**src/rtl/uart_tx_core_param.sv**
```systemverilog
// Parametrised UART transmitter: control FSM, serializer, parity and line driver in one block.
// Optional line-break generation is compiled in with `define UART_TX_BREAK_EN.
module uart_tx_core_param #(
  parameter int DATA_WIDTH = 8
) (
  input  logic                  CLK,
  input  logic                  RST,
  input  logic [DATA_WIDTH-1:0] P_DATA,
  input  logic                  Data_Valid,
  input  logic                  PAR_EN,
  input  logic                  PAR_TYP,
  input  logic                  STP_2,
`ifdef UART_TX_BREAK_EN
  input  logic                  Break_Req,
`endif
  output logic                  Ready,
  output logic                  TX_OUT,
  output logic                  Busy,
  output logic [2:0]            dbg_state_o
);

  localparam int CNT_W = $clog2(DATA_WIDTH);
  localparam logic [CNT_W-1:0] LAST_BIT = CNT_W'(DATA_WIDTH - 1);

  localparam logic [2:0] IDLE   = 3'd0;
  localparam logic [2:0] START  = 3'd1;
  localparam logic [2:0] DATA   = 3'd2;
  localparam logic [2:0] PARITY = 3'd3;
  localparam logic [2:0] STOP   = 3'd4;
`ifdef UART_TX_BREAK_EN
  localparam logic [2:0] BREAK  = 3'd5;
`endif

  logic [2:0]            state_q, state_d;
  logic [DATA_WIDTH-1:0] shift_q, shift_d;
  logic [CNT_W-1:0]      cnt_q, cnt_d;
  logic                  stop_cnt_q, stop_cnt_d;
  logic                  par_q, par_d;
  logic                  par_en_q, par_en_d;
  logic                  stp2_q, stp2_d;
  logic                  tx_q, tx_d;
  logic                  busy_q, busy_d;
  logic                  brk_w;
  logic                  stop_last;
  logic                  accept;

`ifdef UART_TX_BREAK_EN
  assign brk_w = Break_Req;
`else
  assign brk_w = 1'b0;
`endif

  // Handshake: a payload is taken on any rising CLK edge where Ready and Data_Valid
  // are both 1; Ready does not depend on Data_Valid, and the requester holds
  // Data_Valid (and P_DATA/config) stable until that edge.
  assign stop_last = !stp2_q || stop_cnt_q;
  assign Ready     = ((state_q == IDLE) && !brk_w) || ((state_q == STOP) && stop_last);
  assign accept    = Ready && Data_Valid;

  always_comb begin
    state_d    = state_q;
    shift_d    = shift_q;
    cnt_d      = cnt_q;
    stop_cnt_d = stop_cnt_q;
    par_d      = par_q;
    par_en_d   = par_en_q;
    stp2_d     = stp2_q;

    case (state_q)
      IDLE: begin
`ifdef UART_TX_BREAK_EN
        if (brk_w) state_d = BREAK;
`endif
      end
      START: begin
        state_d = DATA;
        cnt_d   = '0;
      end
      DATA: begin
        shift_d = shift_q >> 1;
        if (cnt_q == LAST_BIT) begin
          state_d    = par_en_q ? PARITY : STOP;
          stop_cnt_d = 1'b0;
        end else begin
          cnt_d = cnt_q + 1'b1;
        end
      end
      PARITY: begin
        state_d    = STOP;
        stop_cnt_d = 1'b0;
      end
      STOP: begin
        if (stop_last) state_d = IDLE;
        else           stop_cnt_d = 1'b1;
      end
`ifdef UART_TX_BREAK_EN
      BREAK: begin
        // Leaving a break forces a single stop cycle, which is then the final one.
        if (!brk_w) begin
          state_d    = STOP;
          stop_cnt_d = 1'b1;
        end
      end
`endif
      default: state_d = IDLE;
    endcase

    if (accept) begin
      state_d  = START;
      shift_d  = P_DATA;
      par_d    = (^P_DATA) ^ PAR_TYP;
      par_en_d = PAR_EN;
      stp2_d   = STP_2;
    end
  end

  // Line level and Busy are derived from the next state so they change with the state register.
  always_comb begin
    busy_d = (state_d != IDLE);
    case (state_d)
      START:   tx_d = 1'b0;
      DATA:    tx_d = shift_d[0];
      PARITY:  tx_d = par_q;
`ifdef UART_TX_BREAK_EN
      BREAK:   tx_d = 1'b0;
`endif
      default: tx_d = 1'b1;
    endcase
  end

  always_ff @(posedge CLK or posedge RST) begin
    if (RST) begin
      state_q    <= IDLE;
      shift_q    <= '0;
      cnt_q      <= '0;
      stop_cnt_q <= 1'b0;
      par_q      <= 1'b0;
      par_en_q   <= 1'b0;
      stp2_q     <= 1'b0;
      tx_q       <= 1'b1;
      busy_q     <= 1'b0;
    end else begin
      state_q    <= state_d;
      shift_q    <= shift_d;
      cnt_q      <= cnt_d;
      stop_cnt_q <= stop_cnt_d;
      par_q      <= par_d;
      par_en_q   <= par_en_d;
      stp2_q     <= stp2_d;
      tx_q       <= tx_d;
      busy_q     <= busy_d;
    end
  end

  assign TX_OUT      = tx_q;
  assign Busy        = busy_q;
  assign dbg_state_o = state_q;

endmodule

```
**config.mk**
```make
export PLATFORM = sky130hd
export DESIGN_NAME = uart_tx_core_param
export DESIGN_NICKNAME = d
export VERILOG_FILES = /design/src/rtl/uart_tx_core_param.sv
export SDC_FILE = /design/constraint.sdc
export NUM_CORES = 1
export LEC_CHECK = 0
export CAP_MARGIN = 30
export CORE_ASPECT_RATIO = 0.8
export CORE_MARGIN = 4
export CORE_UTILIZATION = 45
export CTS_BUF_LIST = sky130_fd_sc_hd__clkbuf_8
export DETAILED_ROUTE_END_ITERATION = 10
export HOLD_SLACK_MARGIN = 0.02
export PLACE_DENSITY = 0.71
export SYNTH_ARGS = -nofsm -noshare
export SYNTH_HDL_FRONTEND = slang
export SYNTH_SLANG_ARGS = --single-unit
```
**constraint.sdc**
```tcl
create_clock -name CLK -period 4.2 [get_ports CLK]
set_clock_uncertainty 0.2 [all_clocks]
set_input_delay 0.42 -clock CLK [delete_from_list [all_inputs] [get_ports CLK]]
set_output_delay 0.42 -clock CLK [all_outputs]
set_load 0.02 [all_outputs]
```
==> impl_metrics.py, run 1 <==
metrics = {
    "run_status": {
        "status": "finished clean",
    },
    "finish": {
        "layout_commonest_cell": "nand2_1",
        "instances_no_fill": 147,
        "diodes": 0,
        "top_register": "shift_q",
        "largest_register_ffs": 8,
        "layout.nets": 139,
        "fillCellCount": 195,
        "drive_gt1_share_pct": 9.02,
        "final_cell_mix": "24 x nand2_1, 19 x dfrtp_1, 19 x clkdlybuf4s50_1",
        "area_growth_pct": 25.5,
        "final_util_pct": 60.0,
        "final_cell_area_mm2": 0.00131,
    },
    "min_path": {
        "hold_path_depth": 2,
        "hp-class": "reg -> reg",
    },
    "die": {
        "dieArea_mm2": 0.00315,
        "core_mm2": 0.00218,
        "start_util_pct": 47.8,
        "die_w_um": 61.8,
        "rows": 15,
        "die_h_um": 51.0,
        "io_pins": 20,
    },
    "timing": {
        "setup_tns_ns": 0,
        "fmax_mhz": 408,
        "fin_crit_ns": 2.45,
        "fin_crit_sh_pct": 58.3,
        "maxSlewViolCount": 0,
        "max_slew.worst_pin.slew_ns": 0.763,
        "grt_setup_unrepaired": "no",
        "holdWs_ns": 0.279,
        "hold_viol": 0,
        "max_slew_margin_pct": 49.1,
        "setup_viol": 0,
    },
    "critical_path": {
        "cp-end-kind": "output port",
        "cp.required_ns": 3.58,
        "cp_data_arrival_time_ns": 1.83,
        "critPathMaxFanout": 13,
        "r2r_cells": 6,
        "path_class": "reg -> out",
        "timing.critical_path.from_type": "flip-flop",
    },
    "power_and_ir_drop": {
        "p_int_uw": 604,
        "clock_power_share_pct": 20.5,
        "vdd_drop_max_uv": 458,
        "p_per_area_mw_per_mm2": 717,
        "p_sw_uw": 332,
        "p_leak_uw": 0.000598,
        "power.share.sequential_pct": 37.7,
        "combPwrFrac_pct": 41.8,
        "p_sw_share_pct": 35.5,
    },
    "yosys": {
        "synth_compound_area_share_pct": 14.1,
        "yosys_most_used_dff": "dfrtp_1",
        "synthesis.nets": 118,
        "synthArstFlopShare_pct": 100,
        "ys_seq_area_share_pct": 48.2,
        "yosys_warnings": 0,
        "synth.avg_cell_area_um2": 10.2,
        "syn_inst": 102,
        "synth_edf_count": 0,
        "ys_ff_latch": 20,
        "syn_area_mm2": 0.00104,
        "yosys.area_share.simple_pct": 22.0,
        "synth_xor_area_share_pct": 7.21,
        "synth_top_family_by_area": "simple AND/OR/NAND/NOR gates",
        "synthAdderAreaFrac_pct": 2.40,
        "synth_mux_area_share_pct": 2.04,
        "synth_cell_types": 32,
    },
    "drt": {
        "vias": 794,
        "drtPass1Iterations": 6,
        "drtAntennaViolNets": 0,
        "drc": 0,
        "wl_per_cell_um": 13.9,
        "drt_wl_total_um": 2050,
        "first_iter_violations": 40,
        "viasPerCell": 5.40,
    },
    "placed_design": {
        "gp_congestion": 0.724,
        "placedInstanceArea_mm2": 0.00123,
        "hpwl_um": 1520,
        "numPortBuffers": 19,
        "dp.cells": 143,
    },
    "clock_tree": {
        "cts_root_buffer": "clkbuf_8",
        "cts_post_setup_buffers_inserted": 0,
        "cts-buffers-inserted": 3,
        "cts_tree": "yes",
        "clk_pin_slew_worst_paths_ns": 0.08,
        "clk_latency_ns": 0.26,
        "cts.sinks": 20,
        "h-tree-depth": 1,
        "cts_resized": 0,
        "clockBufferDepth": 2,
        "ctsHoldBuffers": 0,
    },
    "grt": {
        "grt-ovfl-total": 0,
        "grt_max_degree": 21,
        "grt_pass1_vias": 740,
        "grt_pass1_wl_um": 3320,
        "antenna_found_initial": 0,
        "grt_usage_pct": 14.7,
    },
    "job": {
        "maxCapViolCount": 0,
    },
}
## cell type report
type / count / area (um^2) / area share [%]
inverters: 4 / 15.0 / 1.15
clock inverters: 1 / 30.0 / 2.30
clock buffers: 3 / 41.3 / 3.16
multi-input cells: 75 / 497 / 38.0
repair buffers: 19 / 190 / 14.6
flip-flops and latches: 20 / 502 / 38.4
well taps: 25 / 31.3 / 2.39
## power by group through the flow
stage | Clock (uW) | Sequential (uW) | Combinational, uW
after floorplan | 0 | 354 | 286
after global placement | 0 | 352 | 383
after detailed placement | 0 | 356 | 395
after CTS | 198 | 354 | 397
after global routing | 208 | 366 | 437
final | 192 | 353 | 392
## worst max-delay path, stage by stage, from the launching register on
cell             delay (ns)
dfrtp_1                0.52
nor2_1                 0.28
and2_1                 0.17
clkdlybuf4s50_1        0.60
## cells by family after synthesis
logic type,count (synthesis)
buf+inv,7
fa+ha+maj,2
mux,2
xor+xnor,7
compound gates,20
simple gates,44
flops,20
## per-stage QoR
step | total power, uW | setup WS, ns
6_report | 936 | 1.75
3_3_place_gp | 735 | 2.07
5_1_grt | 1010 | 1.65
2_1_floorplan | 639 | 2.40
3_5_place_dp | 751 | 2.04
4_1_cts | 949 | 1.73
## cells in the mapped netlist, drive strengths merged (2+ instances only)
| cell | instances | area (um^2) |
|---|---|---|
| and2 | 2 | 12.5 |
| nor2 | 4 | 15.0 |
| nand3 | 2 | 15.0 |
| inv | 4 | 15.0 |
| xor2 | 2 | 17.5 |
| xnor2 | 4 | 35.0 |
| nor2b | 2 | 12.5 |
| o21ai | 4 | 20.0 |
| buf | 3 | 27.5 |
| and3 | 2 | 17.5 |
| nand3b | 2 | 15.0 |
| nand2 | 25 | 96.4 |
| a22o | 5 | 43.8 |
| ha | 2 | 25.0 |
| a21oi | 2 | 10.0 |
| a22oi | 6 | 45.0 |
| dfrtp | 19 | 475 |
| or2b | 2 | 15.0 |
## per-layer routing
metal,vias up,track usage [%],wire length (um)
met5,-,0,0
met4,0,3.18,8
met3,2,5.30,108
met2,13,21.8,914
met1,388,20.5,1020
li1,391,-,-
## final timing paths
kind,start,to,slack [ns]
max reg2reg,cnt_q[1],Busy,2.23
min,shift_q[6],shift_q[6],0.28
max,dbg_state_o[0],Ready,1.75
min in group asynchronous,RST,shift_q[3],0.39
max in group asynchronous,RST,par_en_q,2.92
min reg2reg,shift_q[6],shift_q[6],0.28
Power figures use the tool's default switching activity.
==> run 2, diff against run 1 <==
Clock period 4.2 ns to 2.6 ns, I/O delays scaled along.
==> impl_metrics.py, run 2 (synthesis gave the netlist of run 1 again) <==
metrics = {
    "die": {
        "die_h_um": 51.0,
        "start_util_pct": 47.8,
        "rows": 15,
        "die_w_um": 61.8,
        "core_mm2": 0.00218,
        "io_pins": 20,
        "dieArea_mm2": 0.00315,
    },
    "clock_tree": {
        "cts_tree": "yes",
        "cts_resized": 0,
        "cts.sinks": 20,
        "cts_root_buffer": "clkbuf_8",
        "cts-buffers-inserted": 3,
        "h-tree-depth": 1,
        "clk_pin_slew_worst_paths_ns": 0.07,
        "clk_latency_ns": 0.25,
        "cts_post_setup_buffers_inserted": 0,
        "clockBufferDepth": 2,
        "ctsHoldBuffers": 0,
    },
    "finish": {
        "drive_gt1_share_pct": 9.02,
        "layout.nets": 139,
        "top_register": "shift_q",
        "area_growth_pct": 23.9,
        "largest_register_ffs": 8,
        "instances_no_fill": 147,
        "layout_commonest_cell": "nand2_1",
        "final_cell_mix": "24 x nand2_1, 19 x dfrtp_1, 19 x clkdlybuf4s50_1",
        "diodes": 0,
    },
    "drt": {
        "drt_wl_total_um": 1990,
        "drtPass1Iterations": 4,
        "wl_per_cell_um": 13.5,
        "drc": 0,
        "vias": 783,
        "drtAntennaViolNets": 0,
        "first_iter_violations": 20,
        "viasPerCell": 5.33,
    },
    "timing": {
        "setup_slack_ns": 0.331,
        "max_slew_margin_pct": 50.9,
        "fin_crit_sh_pct": 87.3,
        "setup_tns_ns": 0,
        "fmax_mhz": 441,
        "grt_setup_unrepaired": "no",
        "hold_viol": 0,
        "fin_crit_ns": 2.27,
        "setup_viol": 0,
        "maxSlewViolCount": 0,
        "max_slew.worst_pin.slew_ns": 0.735,
    },
    "power_and_ir_drop": {
        "finalPower_uw": 1430,
        "p_per_area_mw_per_mm2": 1110,
        "vdd_drop_max_uv": 742,
        "p_leak_uw": 0.000591,
    },
    "critical_path": {
        "r2r_end": "Busy",
        "timing.critical_path.from_type": "flip-flop",
        "cp-end-kind": "output port",
        "ff2ff_setup_slack_ns": 0.66,
        "cp.required_ns": 2.14,
        "cp_data_arrival_time_ns": 1.81,
        "timing.rr.start": "cnt_q[0]",
        "path_class": "reg -> out",
        "r2r_cells": 6,
        "critPathMaxFanout": 13,
    },
    "placed_design": {
        "pre_cts_slack_ns": 0.608,
        "gp_congestion": 0.732,
        "hpwl_um": 1490,
        "dp.cells": 143,
        "numPortBuffers": 19,
    },
    "grt": {
        "grt_pass1_wl_um": 3320,
        "grt-ovfl-total": 0,
        "grt_pass1_vias": 739,
        "grt_max_degree": 21,
        "grt_usage_pct": 14.3,
        "antenna_found_initial": 0,
    },
    "min_path": {
        "hp-class": "in -> async",
    },
    "run_status": {
        "status": "finished clean",
    },
    "job": {
        "maxCapViolCount": 0,
    },
}
-- run 2: cell types whose count changed in the layout (fill, tap and decap cells not counted), sizes merged --
cell,before,now
bufinv,1,0
clkbuf,3,4
-- run 2: final cells by class --
| type | count | area [um^2] |
|---|---|---|
| fill | 189 | 887 |
| sequential | 20 | 502 |
| multi-input combinational | 75 | 497 |
| timing repair buffer | 19 | 190 |
| clock buffer | 4 | 55.1 |
| tap | 25 | 31.3 |
| inverter | 4 | 15.0 |
-- run 2: worst max-delay path, cell delays in order, from the launching register on --
cell and delay [ns]:
dfrtp_1 0.52, nor2_1 0.27, and2_1 0.16, clkdlybuf4s50_1 0.60
-- run 2: per-stage QoR --
stage / cell area [um^2] / utilization, % / hold WS, ns
2_1_floorplan: 1040 / - / 0.0231
3_3_place_gp: 1230 / 56.7 / 0.260
3_5_place_dp: 1230 / 56.7 / 0.266
4_1_cts: 1290 / 59.3 / 0.254
5_1_grt: 1290 / 59.3 / 0.299
6_report: 1290 / 59.3 / 0.226
-- run 2: power by group --
group / internal, uW / leakage, uW / switching [uW]
sequential: 457 / 0.000245 / 113
clock: 134 / 0.0000288 / 93.9
combinational: 314 / 0.000317 / 318
-- run 2: routing by layer --
metal	track usage [%]	routed length, um	vias up
li1	-	-	395
met1	20.2	1010	371
met2	20.7	866	15
met3	5.56	95	2
met4	3.18	16	0
met5	0	0	-
-- run 2: worst max-delay path by stage --
stage	from	end	slack (ns)	cells past startpoint
3_5_place_dp	dbg_state_o[0]	Ready	0.61	3
2_1_floorplan	cnt_q[0]	Busy	0.80	6
4_1_cts	dbg_state_o[0]	Ready	0.32	3
3_3_place_gp	dbg_state_o[0]	Ready	0.62	3
5_1_grt	dbg_state_o[0]	Ready	0.21	3
6_report	dbg_state_o[0]	Ready	0.33	3
